--- config.mk ---
export PLATFORM = sky130hd
export DESIGN_NAME = core_mem_port
export DESIGN_NICKNAME = d
export VERILOG_FILES = /design/src/rtl/core_mem_port.sv
export SDC_FILE = /design/constraint.sdc
export NUM_CORES = 1
export LEC_CHECK = 0
export ABC_CLOCK_PERIOD_IN_PS = 1350
export CAP_MARGIN = 20
export CORE_MARGIN = 5
export CORE_UTILIZATION = 36
export CTS_CLUSTER_DIAMETER = 150
export DETAILED_ROUTE_END_ITERATION = 7
export GPL_TIMING_DRIVEN = 0
export PLACE_DENSITY = 0.76
export SYNTH_ARGS = -nofsm -noshare
export SYNTH_HDL_FRONTEND = slang
export SYNTH_SLANG_ARGS = --single-unit
--- constraint.sdc ---
create_clock -name clk -period 1.35 [get_ports clk]
set_input_delay 0.405 -clock clk [delete_from_list [all_inputs] [get_ports clk]]
set_output_delay 0.405 -clock clk [all_outputs]
set_load 0.005 [all_outputs]
--- src/rtl/core_mem_port.sv ---
`default_nettype none
// ============================================================================
// Module      : core_mem_port
// Description : Core load/store port onto one requester slot of a shared-RAM
//               arbiter. Optional macro CORE_MEM_PORT_TIMEOUT_EN adds a
//               request timeout that aborts the command with rsp_err = 1.
// Revision    : 1.0 - initial release
// ============================================================================
module core_mem_port #(
    parameter int WIDTH          = 32,
    parameter int TIMEOUT_CYCLES = 16
) (
    input  logic             clk,
    input  logic             rst_n,
    input  logic             cmd_valid,
    output logic             cmd_ready,
    input  logic             cmd_write,
    input  logic [WIDTH-1:0] cmd_addr,
    input  logic [WIDTH-1:0] cmd_wdata,
    output logic             rsp_valid,
    output logic [WIDTH-1:0] rsp_rdata,
    output logic             rsp_err,
    output logic             request,
    input  logic             response,
    output logic             wren_core,
    output logic [WIDTH-1:0] address_out,
    output logic [WIDTH-1:0] data_out,
    input  logic [WIDTH-1:0] data_in
);

    typedef enum logic [1:0] {
        S_IDLE  = 2'd0,
        S_REQ   = 2'd1,
        S_RDATA = 2'd2
    } state_t;

    state_t             r_state;
    logic               r_request;
    logic               r_wren;
    logic               r_rsp_valid;
    logic [WIDTH-1:0]   r_rsp_rdata;
    logic [WIDTH-1:0]   r_addr;
    logic [WIDTH-1:0]   r_wdata;

    if (TIMEOUT_CYCLES < 1) begin : g_timeout_range_check
        $error("core_mem_port: TIMEOUT_CYCLES must be at least 1");
    end

`ifdef CORE_MEM_PORT_TIMEOUT_EN
    localparam int                 c_CNT_W        = $clog2(TIMEOUT_CYCLES + 1);
    localparam logic [c_CNT_W-1:0] c_TIMEOUT_LAST = c_CNT_W'(TIMEOUT_CYCLES - 1);
    localparam logic [c_CNT_W-1:0] c_CNT_ONE      = c_CNT_W'(1);

    logic [c_CNT_W-1:0] r_tmo_cnt;
    logic               r_rsp_err;
    logic               w_timeout;

    // Fires on the REQ cycle whose idle edge would bring the count to TIMEOUT_CYCLES;
    // a grant in that same cycle takes priority.
    assign w_timeout = (r_tmo_cnt == c_TIMEOUT_LAST) && !response;
    assign rsp_err   = r_rsp_err;
`else
    assign rsp_err   = 1'b0;
`endif

    always_ff @(posedge clk or negedge rst_n) begin
        if (!rst_n) begin
            r_state     <= S_IDLE;
            r_request   <= 1'b0;
            r_wren      <= 1'b0;
            r_rsp_valid <= 1'b0;
            r_rsp_rdata <= '0;
            r_addr      <= '0;
            r_wdata     <= '0;
`ifdef CORE_MEM_PORT_TIMEOUT_EN
            r_tmo_cnt   <= '0;
            r_rsp_err   <= 1'b0;
`endif
        end else begin
            r_rsp_valid <= 1'b0;
            case (r_state)
                S_IDLE: begin
                    if (cmd_valid) begin
                        r_state   <= S_REQ;
                        r_request <= 1'b1;
                        r_wren    <= cmd_write;
                        r_addr    <= cmd_addr;
                        r_wdata   <= cmd_wdata;
`ifdef CORE_MEM_PORT_TIMEOUT_EN
                        r_tmo_cnt <= '0;
`endif
                    end
                end
                S_REQ: begin
                    if (response) begin
                        // r_wren doubles as the latched store/load flag while in REQ
                        if (r_wren) begin
                            r_state     <= S_IDLE;
                            r_request   <= 1'b0;
                            r_wren      <= 1'b0;
                            r_rsp_valid <= 1'b1;
`ifdef CORE_MEM_PORT_TIMEOUT_EN
                            r_rsp_err   <= 1'b0;
`endif
                        end else begin
                            r_state <= S_RDATA;
                            r_wren  <= 1'b0;
                        end
`ifdef CORE_MEM_PORT_TIMEOUT_EN
                    end else if (w_timeout) begin
                        r_state     <= S_IDLE;
                        r_request   <= 1'b0;
                        r_wren      <= 1'b0;
                        r_rsp_valid <= 1'b1;
                        r_rsp_rdata <= '0;
                        r_rsp_err   <= 1'b1;
                    end else begin
                        r_tmo_cnt <= r_tmo_cnt + c_CNT_ONE;
`endif
                    end
                end
                S_RDATA: begin
                    // The arbiter's RAM output is registered: read data arrives one edge after grant
                    r_state     <= S_IDLE;
                    r_request   <= 1'b0;
                    r_wren      <= 1'b0;
                    r_rsp_rdata <= data_in;
                    r_rsp_valid <= 1'b1;
`ifdef CORE_MEM_PORT_TIMEOUT_EN
                    r_rsp_err   <= 1'b0;
`endif
                end
                default: begin
                    r_state   <= S_IDLE;
                    r_request <= 1'b0;
                    r_wren    <= 1'b0;
                end
            endcase
        end
    end

    assign cmd_ready   = (r_state == S_IDLE);
    assign request     = r_request;
    assign wren_core   = r_wren;
    assign address_out = r_addr;
    assign data_out    = r_wdata;
    assign rsp_valid   = r_rsp_valid;
    assign rsp_rdata   = r_rsp_rdata;

endmodule
`default_nettype wire

# After elaboration in Yosys (flattened, before gate mapping)
# Cells that the tools add are included.
# classes
reduce_logical	4
n_eq_ne	5
mux	14
# ops
operator	count
$mux 1	7
$mux 2	3
$ne 2x2->1 const B	3
$pmux 1 s2	3
$pmux 2 s2	1
$reduce_and 2->1	2
$reduce_and 3->1	1
$eq 2x1->1 const B	1
$eq 2x2->1 const B	1
$logic_not 2->1	1
# totals
inputBits	101
reg_bits	101
out_inout_bits	101
elab_cells	30

# Logic depth before layout (Yosys ltp)
# logic_depth
ltp_word	3
ltp_mapped	6
ltp_nobuf	5

# Worst setup path after synthesis
# OpenSTA, ideal clock, no wires.
# synth_timing
kind	register to register
startpoint	reg r_state[0]
endpoint	reg r_addr[0], in the netlist address_out[0]
n_path_buf	2
required_time_ps	1225
path_slack_ps	-139
arrival_time_ps	1364
setup_ps	125
path_stages_with_launch	7
synth_period_minus_slack_ps	1489
cell_sequence	dfrtp_1 > inv_1 > ha_1 > nand2_1 > buf_6 > buf_6 > mux2_4
# synth_between
elab_chain_cells	2
# synth_rtl
item	line_no	source
from (decl)	37	state_t r_state;
from (signal assigned)	68	r_state <= S_IDLE;
from (signal assigned)	84	r_state <= S_REQ;
from (signal assigned)	98	r_state <= S_IDLE;
$logic_not 2->1	-	
named net cmd_ready	16	output logic cmd_ready,
$reduce_and 2->1 (no line)	-	
to (signal assigned)	87	r_addr <= cmd_addr;
to (decl)	42	logic [WIDTH-1:0] r_addr;
# The timed path passes the listed nets, and every way through them passes these cells.
# A chain may end at the register's enable or synchronous reset.

# Worst setup path after layout
# layout_timing
startpoint	reg r_state[0]
endpoint	out cmd_ready
# layout_between
elab_chain_cells	1
# layout_rtl
item	line_no	source
$logic_not 2->1	142	assign cmd_ready = (r_state == S_IDLE);
to (decl)	16	
# No other way between the ends.

==> impl_metrics.yaml <==
drt:
  route.layer.met1.wl_um: 4190
  drcViolationCount: 0
  detail_route.vias_per_cell: 4.471
  route.antenna.remaining_nets: 0
  detail_route.wirelength_um: 10840
  drtIter0Drc: 76
  met3_length_um: 968
  wl_per_cell_um: 17.23
  num_vias: 2812
  drtPass1Iterations: 4
  detailroute.wirelength.met2_um: 5462
  routed.top_layer: "met4"
finish:
  final_common_cell: "sky130_fd_sc_hd__dfrtp_1"
  final_nets: 591
  insertedDiodeCount: 0
  drive_above_1_share: 0.5542
  stdcell_count: 629
  area_growth_pct: 66.47
  most_used_cells_in_the_layout_excluding_fill_and_tap_cells: "101 x sky130_fd_sc_hd__dfrtp_1, 98 x sky130_fd_sc_hd__clkdlybuf4s50_1, 64 x sky130_fd_sc_hd__mux2_4"
  fillerInstances: 892
worst_setup_path:
  slowest_stage: "sky130_fd_sc_hd__dfrtp_1"
  crit-reg2reg-launch: "r_state[0]"
  timing.setup.critical_path_class: "flip-flop to primary output"
  timing.reg2reg.worst_path_depth: 6
  cp_data_arrival_time_ns: 1.11
  timing.critical_path.fanout_max: 4
  rr_endpoint: "address_out[0]"
  critical_path.endpoint_type: "primary output"
  cp_cell_sequence: "inv_2, ha_4, buf_6"
  crit_path_max_incr_delay_ns: 0.41
  timing.critical_path.from_type: "flip-flop"
  reg2reg_setup_slack_ns: -0.16
  cp_data_required_time_ns: 0.95
timing:
  max_freq_ghz: 0.6596
  final_period_minus_worst_setup_slack_ns: 1.516
  timing.setup.tns_ns: -11.43
  final-hold-violation-count: 0
  actual_transition_at_the_worst_max_transition_pin_ns: 0.7550
  postLayoutSetupSlackWorst_ns: -0.1660
  grt_setup_unrepaired: "yes"
  min_period_over_period: 1.123
  timing.slew.headroom: 0.4966
  setup-violations-final: 97
  slew_viol_final: 0
  fin_skew_ns: 0.008310
global_routing:
  grt_antenna_before_repair: 0
  grt_util_all_layers: 0.1605
  grt_remaining_overflow: 0
  grt_first_pass_wirelength_um: 16660
  first_global_vias: 3129
  grt_max_degree: 60
power:
  total_leakage_power_nw: 3.276
  power-per-cell-area_nw_per_um2: 2278
  power_w: 0.01535
  ir_worst_vdd_mv: 1.059
logic_synthesis:
  yosysWarningCount: 0
  netlist_area_before_placement_um2: 4049
  synthDistinctLibCells: 19
  syn-num-nets: 337
  syn_area_per_cell_um2: 17.45
  ys_ff_latch: 101
  netlist_instances: 232
  synth.yosys.seq_area_share: 0.6242
floorplan:
  num_io_pins: 202
  floorplan.rows: 38
  die_area_um2: 13470
  die_width_um: 116.1
  initial_utilization: 0.3703
  coreArea_um2: 10940
  floorplan.die.height_um: 116.1
place:
  numPortBuffers: 200
  detailed_place_hpwl_um: 7695
  placed_cells: 573
  pre_cts_slack_ns: -0.4702
  gp_routability_congestion: 0.6960
clock_network:
  cts_tree: "built"
  cts.clk_slew.worst_paths_ns: 0.07
  cts_sinks: 101
  ctsRootBufferMaster: "sky130_fd_sc_hd__clkbuf_16"
  clock_insertion_delay_worst_skew_ns: 0.34
  max-clock-path-buffers: 2
  tritoncts_buffers: 9
  htree_num_levels: 3
  cts_hold_buf: 0
outcome:
  failed_checks: "negative setup slack"
  run_status: "finished with violations"
min_path:
  worst_hold_path_type: "input pin to asynchronous set/reset pin"
run:
  maxCapViolCount: 0
-- final cells by class --
| type | count | area, µm² | area share |
|---|---|---|---|
| Multi-Input combinational cell | 115 | 1524 | 0.2261 |
| Clock buffer | 9 | 225.2 | 0.03341 |
| Tap cell | 140 | 175.2 | 0.02599 |
| Inverter | 4 | 15.01 | 0.002228 |
| Timing Repair Buffer | 243 | 1934 | 0.2870 |
| Buffer | 12 | 214.0 | 0.03174 |
| Sequential cell | 101 | 2527 | 0.3750 |
| Clock inverter | 5 | 125.1 | 0.01856 |
-- Yosys cell counts (all sizes together) --
| cell | n | area [µm²] |
|---|---|---|
| a21bo | 1 | 10.01 |
| a21oi | 4 | 20.02 |
| a31oi | 1 | 6.260 |
| buf | 12 | 100.1 |
| conb | 1 | 3.750 |
| dfrtp | 101 | 2527 |
| ha | 4 | 50.05 |
| inv | 4 | 15.01 |
| mux2 | 96 | 1265 |
| mux2i | 1 | 10.01 |
| nand2 | 2 | 7.510 |
| nand2b | 1 | 6.260 |
| nor2b | 1 | 6.260 |
| o211ai | 1 | 7.510 |
| o21ai | 1 | 5.000 |
| o2bb2ai | 1 | 8.760 |
-- per-stage QoR --
step,instance area (µm²),utilization,hold WS (ns)
3_3_place_gp,6271,0.5735,0.4863
6_report,6740,0.6164,0.1426
3_5_place_dp,6289,0.5751,0.4927
5_1_grt,6740,0.6164,0.2085
2_1_floorplan,4094,-,0.1094
4_1_cts,6897,0.6307,0.1651
-- routing by layer --
layer,track usage,vias to the layer above
li1,-,1310
met1,0.1883,1359
met2,0.2746,124
met3,0.06005,19
met4,0.04872,0
met5,0,-
-- critical path, delay by kind of cell (launching register included) --
kind / cells / cell delay, ns
adders and majority gates: 1 / 0.16
buffers and inverters: 2 / 0.20
DFF: 1 / 0.41
-- kinds of logic after synthesis --
group / share of synthesized area
other: 0.0009262
AND/OR/NAND/NOR: 0.004947
buffers and inverters: 0.02843
multiplexers: 0.3149
AO/OA/AOI/OAI: 0.01422
flip-flops: 0.6242
adder cells (fa/ha/maj): 0.01236
-- state kept, by name (all words and copies together) (netlist names) --
| register | flops |
|---|---|
| r_state | 2 |
| address_out | 32 |
| data_out | 32 |
| rsp_valid | 1 |
| request | 1 |
| wren_core | 1 |
| rsp_rdata | 32 |
-- how the worst max path moves through the flow --
stage                     cells after the start        endpoint  slack [ns]        from
after floorplan                               6  address_out[0]       -0.09  r_state[0]
after global placement                        1    data_out[10]       -3.88       rst_n
after detailed placement                      5    data_out[15]       -0.47   cmd_valid
after CTS                                     3       cmd_ready       -0.15  r_state[0]
after global routing                          3       cmd_ready       -0.22  r_state[0]
final                                         3       cmd_ready       -0.17  r_state[0]
-- timing repair --
action | CTS | global route
setup endpoints to repair | 196 | 161
hold endpoints to repair | 0 | 0
setup buffers | 31 | 9
resized for setup | 322 | 70
gates cloned | 1 | 2
pin swaps | 1 | 2
-- power by group --
group	switching, W	leakage (nW)	internal [W]
Combinational	0.00235	1.91	0.00460
Sequential	0.000798	1.20	0.00457
Clock	0.00106	0.171	0.00197
Total	0.00421	3.28	0.0111
Power figures use the tool's default switching activity.
